[config.mk]
export PLATFORM = sky130hd
export DESIGN_NAME = rst_sequencer
export DESIGN_NICKNAME = d
export VERILOG_FILES = /design/src/rtl/rst_seq_pkg.sv /design/src/rtl/rst_sync.sv /design/src/rtl/rst_sequencer.sv
export SDC_FILE = /design/constraint.sdc
export NUM_CORES = 1
export LEC_CHECK = 0
export ABC_CLOCK_PERIOD_IN_PS = 1000
export CORE_MARGIN = 4
export CORE_UTILIZATION = 41
export DETAILED_ROUTE_END_ITERATION = 8
export PLACE_DENSITY = 0.66
export RECOVER_POWER = 100
export SLEW_MARGIN = 20
export SYNTH_ARGS = -nofsm -noshare
export SYNTH_HDL_FRONTEND = slang
export SYNTH_SLANG_ARGS = --single-unit
[constraint.sdc]
create_clock -name clk -period 1 [get_ports clk]
set_input_delay 0.15 -clock clk [delete_from_list [all_inputs] [get_ports clk]]
set_output_delay 0.15 -clock clk [all_outputs]
set_load 0.005 [all_outputs]
[src/rtl/rst_seq_pkg.sv]
`default_nettype none
// ============================================================================
//  Module      : rst_seq_pkg
//  Description : Shared state encoding and sizing helper for the reset
//                sequencer.
//  Revision    : 1.0 - initial release
// ============================================================================
package rst_seq_pkg;

    localparam int STATE_W = 2;

    localparam logic [STATE_W-1:0] ST_WAIT_LOCK = 2'd0;
    localparam logic [STATE_W-1:0] ST_HOLD      = 2'd1;
    localparam logic [STATE_W-1:0] ST_RELEASE   = 2'd2;
    localparam logic [STATE_W-1:0] ST_RUN       = 2'd3;

    typedef enum logic [STATE_W-1:0] {
        S_WAIT_LOCK = ST_WAIT_LOCK,
        S_HOLD      = ST_HOLD,
        S_RELEASE   = ST_RELEASE,
        S_RUN       = ST_RUN
    } seq_state_e;

    // Bits needed to index VALUE items; never less than one so that a
    // single-channel build still gets a legal vector.
    function automatic int idx_width(input int value);
        int w;
        w = 1;
        while ((1 << w) < value) begin
            w = w + 1;
        end
        return w;
    endfunction

endpackage
`default_nettype wire

[src/rtl/rst_sync.sv]
`default_nettype none
// ============================================================================
//  Module      : rst_sync
//  Description : Asynchronous-assert, synchronous-deassert reset bridge.
//                The output drops as soon as rst_n drops and rises
//                SYNC_STAGES clock edges after rst_n rises.
//  Revision    : 1.0 - initial release
// ============================================================================
module rst_sync #(
    parameter int SYNC_STAGES = 2
) (
    input  logic clk,
    input  logic rst_n,
    output logic rst_sync_n
);

    logic [SYNC_STAGES-1:0] sync_d;
    logic [SYNC_STAGES-1:0] sync_q;

    // Shift a constant one into the chain once the board reset is gone.
    always_comb begin
        sync_d = {sync_q[SYNC_STAGES-2:0], 1'b1};
    end

    // Chain clears immediately on rst_n, fills one stage per clock.
    always_ff @(posedge clk or negedge rst_n) begin
        if (!rst_n) begin
            sync_q <= '0;
        end else begin
            sync_q <= sync_d;
        end
    end

    assign rst_sync_n = sync_q[SYNC_STAGES-1];

endmodule
`default_nettype wire

[src/rtl/rst_sequencer.sv]
`default_nettype none
// ============================================================================
//  Module      : rst_sequencer
//  Description : Holds NUM_CH reset outputs asserted for HOLD_CYCLES after
//                clock lock, then releases them one by one STAGGER_CYCLES
//                apart. Re-sequences on software request, re-asserts all
//                channels on loss of lock.
//  Revision    : 1.0 - initial release
// ============================================================================
module rst_sequencer
    import rst_seq_pkg::*;
#(
    parameter int                NUM_CH         = 3,
    parameter int                CNT_W          = 10,
    parameter int                HOLD_CYCLES    = 100,
    parameter int                STAGGER_CYCLES = 16,
    parameter int                SYNC_STAGES    = 2,
    parameter logic [NUM_CH-1:0] OUT_POL        = '1
) (
    input  logic               clk,
    input  logic               rst_n,
    input  logic               lock,
    input  logic               sw_rst_req,
    output logic [NUM_CH-1:0]  rst_out,
    output logic               seq_done,
    output logic [STATE_W-1:0] state_o
);

    localparam int                CH_W      = idx_width(NUM_CH);
    localparam logic [CNT_W-1:0]  CNT_ONE   = CNT_W'(1);
    localparam logic [CH_W-1:0]   CH_ONE    = CH_W'(1);
    localparam logic [CNT_W-1:0]  HOLD_LAST = CNT_W'(HOLD_CYCLES - 1);
    localparam logic [CNT_W-1:0]  STG_LAST  =
        CNT_W'((STAGGER_CYCLES > 0) ? (STAGGER_CYCLES - 1) : 0);
    localparam logic [CH_W-1:0]   LAST_CH   = CH_W'(NUM_CH - 1);
    // No stagger (or nothing to stagger) means every channel goes at once.
    localparam bit                REL_ALL   = (STAGGER_CYCLES == 0) || (NUM_CH == 1);

    logic                   rst_int_n;
    logic                   lock_s;
    logic [SYNC_STAGES-1:0] lock_sync_d;
    logic [SYNC_STAGES-1:0] lock_sync_q;

    seq_state_e             state_d,    state_q;
    logic [CNT_W-1:0]       hold_cnt_d, hold_cnt_q;
    logic [CNT_W-1:0]       stg_cnt_d,  stg_cnt_q;
    logic [CH_W-1:0]        ch_idx_d,   ch_idx_q;
    logic [CH_W-1:0]        ch_nxt;
    logic [NUM_CH-1:0]      asserted_d, asserted_q;
    logic [NUM_CH-1:0]      rst_out_d,  rst_out_q;
    logic                   seq_done_d, seq_done_q;

    rst_sync #(
        .SYNC_STAGES (SYNC_STAGES)
    ) u_rst_sync (
        .clk        (clk),
        .rst_n      (rst_n),
        .rst_sync_n (rst_int_n)
    );

    // Lock synchroniser: shift the raw lock level toward lock_s.
    always_comb begin
        lock_sync_d = {lock_sync_q[SYNC_STAGES-2:0], lock};
    end

    // Lock synchroniser flops, held clear while the internal reset is active.
    always_ff @(posedge clk or negedge rst_int_n) begin
        if (!rst_int_n) begin
            lock_sync_q <= '0;
        end else begin
            lock_sync_q <= lock_sync_d;
        end
    end

    assign lock_s = lock_sync_q[SYNC_STAGES-1];

    // Next-state logic: lock loss beats software restart beats progression.
    always_comb begin
        state_d    = state_q;
        hold_cnt_d = hold_cnt_q;
        stg_cnt_d  = stg_cnt_q;
        ch_idx_d   = ch_idx_q;
        asserted_d = asserted_q;
        seq_done_d = seq_done_q;
        ch_nxt     = ch_idx_q + CH_ONE;

        if ((state_q != S_WAIT_LOCK) && !lock_s) begin
            state_d    = S_WAIT_LOCK;
            hold_cnt_d = '0;
            stg_cnt_d  = '0;
            ch_idx_d   = '0;
            asserted_d = '1;
            seq_done_d = 1'b0;
        end else if ((state_q != S_WAIT_LOCK) && sw_rst_req) begin
            state_d    = S_HOLD;
            hold_cnt_d = '0;
            stg_cnt_d  = '0;
            ch_idx_d   = '0;
            asserted_d = '1;
            seq_done_d = 1'b0;
        end else begin
            case (state_q)
                S_WAIT_LOCK: begin
                    if (lock_s) begin
                        state_d    = S_HOLD;
                        hold_cnt_d = '0;
                    end
                end
                S_HOLD: begin
                    if (hold_cnt_q == HOLD_LAST) begin
                        hold_cnt_d = '0;
                        stg_cnt_d  = '0;
                        ch_idx_d   = '0;
                        if (REL_ALL) begin
                            asserted_d = '0;
                            seq_done_d = 1'b1;
                            state_d    = S_RUN;
                        end else begin
                            // Channel 0 goes on the same edge RELEASE is entered.
                            asserted_d[0] = 1'b0;
                            state_d       = S_RELEASE;
                        end
                    end else begin
                        hold_cnt_d = hold_cnt_q + CNT_ONE;
                    end
                end
                S_RELEASE: begin
                    if (stg_cnt_q == STG_LAST) begin
                        stg_cnt_d = '0;
                        ch_idx_d  = ch_nxt;
                        for (int k = 0; k < NUM_CH; k++) begin
                            if (ch_nxt == CH_W'(k)) begin
                                asserted_d[k] = 1'b0;
                            end
                        end
                        if (ch_nxt == LAST_CH) begin
                            state_d    = S_RUN;
                            seq_done_d = 1'b1;
                        end
                    end else begin
                        stg_cnt_d = stg_cnt_q + CNT_ONE;
                    end
                end
                S_RUN: begin
                    state_d = S_RUN;
                end
                default: begin
                    state_d = S_WAIT_LOCK;
                end
            endcase
        end

        // Map the active-high asserted flag onto each channel's polarity.
        rst_out_d = ~(asserted_d ^ OUT_POL);
    end

    // State and output registers, cleared straight away by the internal reset.
    always_ff @(posedge clk or negedge rst_int_n) begin
        if (!rst_int_n) begin
            state_q    <= S_WAIT_LOCK;
            hold_cnt_q <= '0;
            stg_cnt_q  <= '0;
            ch_idx_q   <= '0;
            asserted_q <= '1;
            rst_out_q  <= OUT_POL;
            seq_done_q <= 1'b0;
        end else begin
            state_q    <= state_d;
            hold_cnt_q <= hold_cnt_d;
            stg_cnt_q  <= stg_cnt_d;
            ch_idx_q   <= ch_idx_d;
            asserted_q <= asserted_d;
            rst_out_q  <= rst_out_d;
            seq_done_q <= seq_done_d;
        end
    end

    assign rst_out  = rst_out_q;
    assign seq_done = seq_done_q;
    assign state_o  = state_q;

endmodule
`default_nettype wire

==> results.tsv <==
metric	value	unit
outcome	complete, but fails checks	
failing checks	negative setup slack	
warnings from Yosys	0	
Pleak	1.25	nW
CTS Root Cell	clkbuf_8	
DRC Markers	0	
Yosys reg bits	32	
first-pass GRT wire length	7.62	mm
worst skew pair latency	0.29	ns
final cell count without fillers	308	
area of the multi-input gates	1060	sq um
# rows	23	
FF/Latch Area	805	sq um
initial antenna violation count	0	
core area	4060	sq um
Post-synth EDFFs	0	
relative slew slack	0.545	
crit path launch type	flop	
power density over the cells	2270	nW/um^2
most frequent cells in the layout	56 x buf_4, 29 x dfrtp_1, 13 x nand2_1, 10 x buf_6, 9 x o21ai_1	
# setup viols final	33	
Worst EP arrival	2.16	ns
Synth Instances	181	
CTS hold repair buffers	0	
Inserted Clock Buffers	5	
number of global-route vias before repair	1743	
Yosys top cell area share	0.413	
Starting Density	0.433	
die height	73.4	um
top area cells in the synthesized netlist	dfrtp_1 41%, ha_1 6.4%, o21ai_0 5.4%	
Slew @ Worst Pin	0.683	ns
count of final hold-check violations	0	
fillers	303	
Area Overhead vs Synth	52.3	%
Req. time, crit path	1.19	ns
gr usage total	0.183	
clock tree sinks	32	
Seq/Total Area, Yosys	0.458	
CP Capture Type	flop	
Initial DRC Count	88	
# port buffers	9	
Routed WL per cell	14.6	um
Post-Route WL	4.50	mm
pre-CTS WS	-0.903	ns
final core occ	0.659	
Final Power	6.06	mW
setup TNS	-22.83	ns
leading area contributor after synthesis	dfrtp_1	
DPL Wire Length	3.26	mm
Main synth FF type	dfrtp_1	
most common cell after layout, fill and taps aside	buf_4	
worst hold slack	0.0807	ns
maximum vdd drop	1.40	mV
flop2flop setup slack	-0.97	ns
fin crit period	1.97	ns
IO Count	10	
clk slew on worst S/H paths	0.07	ns
PnR worst setup slack	-0.965	ns
total iterations of the first detailed-routing run	4	
n_diodes	0	
Synth Cell Area	1760	sq um
GR Overflow Total	0	
CP Class	flop to flop	
Die Width	73.4	um
Final ANT Viol Nets	0	
vias post-DR	1637	
final net count	270	
ratio of cells with drive above 1 in the final layout	0.461	
Post-Route Skew	0.00599	ns
average size of a mapped cell	9.70	sq um
Final Instance Area	2670	sq um
Inst Count DP	292	
RSZ-0062 raised after global routing	true	
Final Max Slew Viols	0	
Tightest Hold Check Type	input pin to asynchronous set/reset pin	
CP max FO	6	
CTS max path bufs	2	
H-tree levels	2	
die area	5390	sq um
Vias/cell	5.31	
largest net degree at the start of global routing	31	
ys async rst share	1.00	
syn_nets	194	
Tcrit/Tclk final	1.97	
Netlist cell types	43	
Max Clk Rate	509	MHz
TritonCTS clock tree	yes	
GPL Wtd Cong	0.867	
Max-Cap Viols	0	
Placed Instance Area	2420	sq um
[final timing paths]
kind,cells past startpoint,start,endpoint
setup / recovery,6,hold_cnt_q[1]$_DFFE_PN0P_,stg_cnt_q[5]$_DFFE_PN0P_
hold reg to reg,0,lock_sync_q[0]$_DFF_PN0_,lock_sync_q[1]$_DFF_PN0_
setup reg to reg,6,hold_cnt_q[1]$_DFFE_PN0P_,stg_cnt_q[5]$_DFFE_PN0P_
hold / removal,1,rst_n,u_rst_sync.sync_q[1]$_DFF_PN0_
max in group asynchronous,1,u_rst_sync.sync_q[1]$_DFF_PN0_,state_o[0]$_DFFE_PN0P_
min in group clk,0,lock_sync_q[0]$_DFF_PN0_,lock_sync_q[1]$_DFF_PN0_
[worst max-delay path: stages (launching register included)]
cell	delay [ns]
dfrtp_1	0.36
ha_2	0.18
nor4b_4	0.28
a41oi_4	0.17
or3_1	0.49
buf_4	0.20
o41ai_2	0.19
[timing repair]
| item | CTS | global route |
|---|---|---|
| buffers inserted | 5 | 5 |
| resized for setup | 38 | 26 |
| pin swaps | 6 | 12 |
| endpoints found under the setup margin | 34 | 33 |
[metal layers]
layer,track usage,part of all wire,vias up,routed length [um]
met2,0.329,0.55,23,2460
met3,0.0547,0.035,8,159
met1,0.201,0.40,808,1810
li1,-,-,798,-
met4,0.0684,0.018,0,79
met5,0,0,-,0
[layout make-up]
| cell class | count | share of cell area |
|---|---|---|
| Multi-Input combinational cell | 133 | 0.397 |
| Sequential cell | 32 | 0.301 |
| Timing Repair Buffer | 75 | 0.227 |
| Clock buffer | 8 | 0.0374 |
| Tap cell | 50 | 0.0234 |
| Inverter | 10 | 0.0140 |
[cell families (layout without fill, tap and decap cells)]
logic type               count (synthesis)  after routing  share of synthesized area
AO/OA/AOI/OAI                           49             49                      0.182
XOR/XNOR                                 2              2                    0.00998
adder cells (fa/ha/maj)                  9              9                     0.0641
buffers and inverters                   16             93                     0.0399
flip-flops                              32             32                      0.458
multiplexers                             3              3                     0.0185
other                                    1              1                    0.00214
AND/OR/NAND/NOR                         69             69                      0.225
[sequential cells by signal (all words and copies together) (netlist names)]
| name | count |
|---|---|
| state_o | 2 |
| rst_out | 2 |
| lock_sync_q | 2 |
| seq_done | 1 |
| asserted_q | 1 |
| ch_idx_q | 2 |
| stg_cnt_q | 10 |
| u_rst_sync.sync_q | 2 |
| hold_cnt_q | 10 |
[report_power, final]
group          leakage (nW)  internal (mW)  switching, mW  total, mW
clock                0.0515          0.627          0.467       1.09
sequential            0.424           1.42         0.0723       1.49
combinational         0.771           1.86           1.62       3.48
[synthesized netlist by cell type (2+ instances only)]
master and number:
and3_1 4, o41ai_1 2, inv_1 10, a21o_1 5, or3_1 2, mux2_2 2, clkbuf_1 3, nand2_1 14
nand3b_1 2, nor2_1 8, a22o_1 5, ha_1 9, dfstp_2 3, nor2b_1 7, and2_1 2, nor3_1 9
a21oi_1 7, xnor2_1 2, dfrtp_1 29, nand3_1 11, o21ai_0 19, nand2b_1 2, o31ai_1 4
No activity file was read; power rests on OpenSTA's default activity.
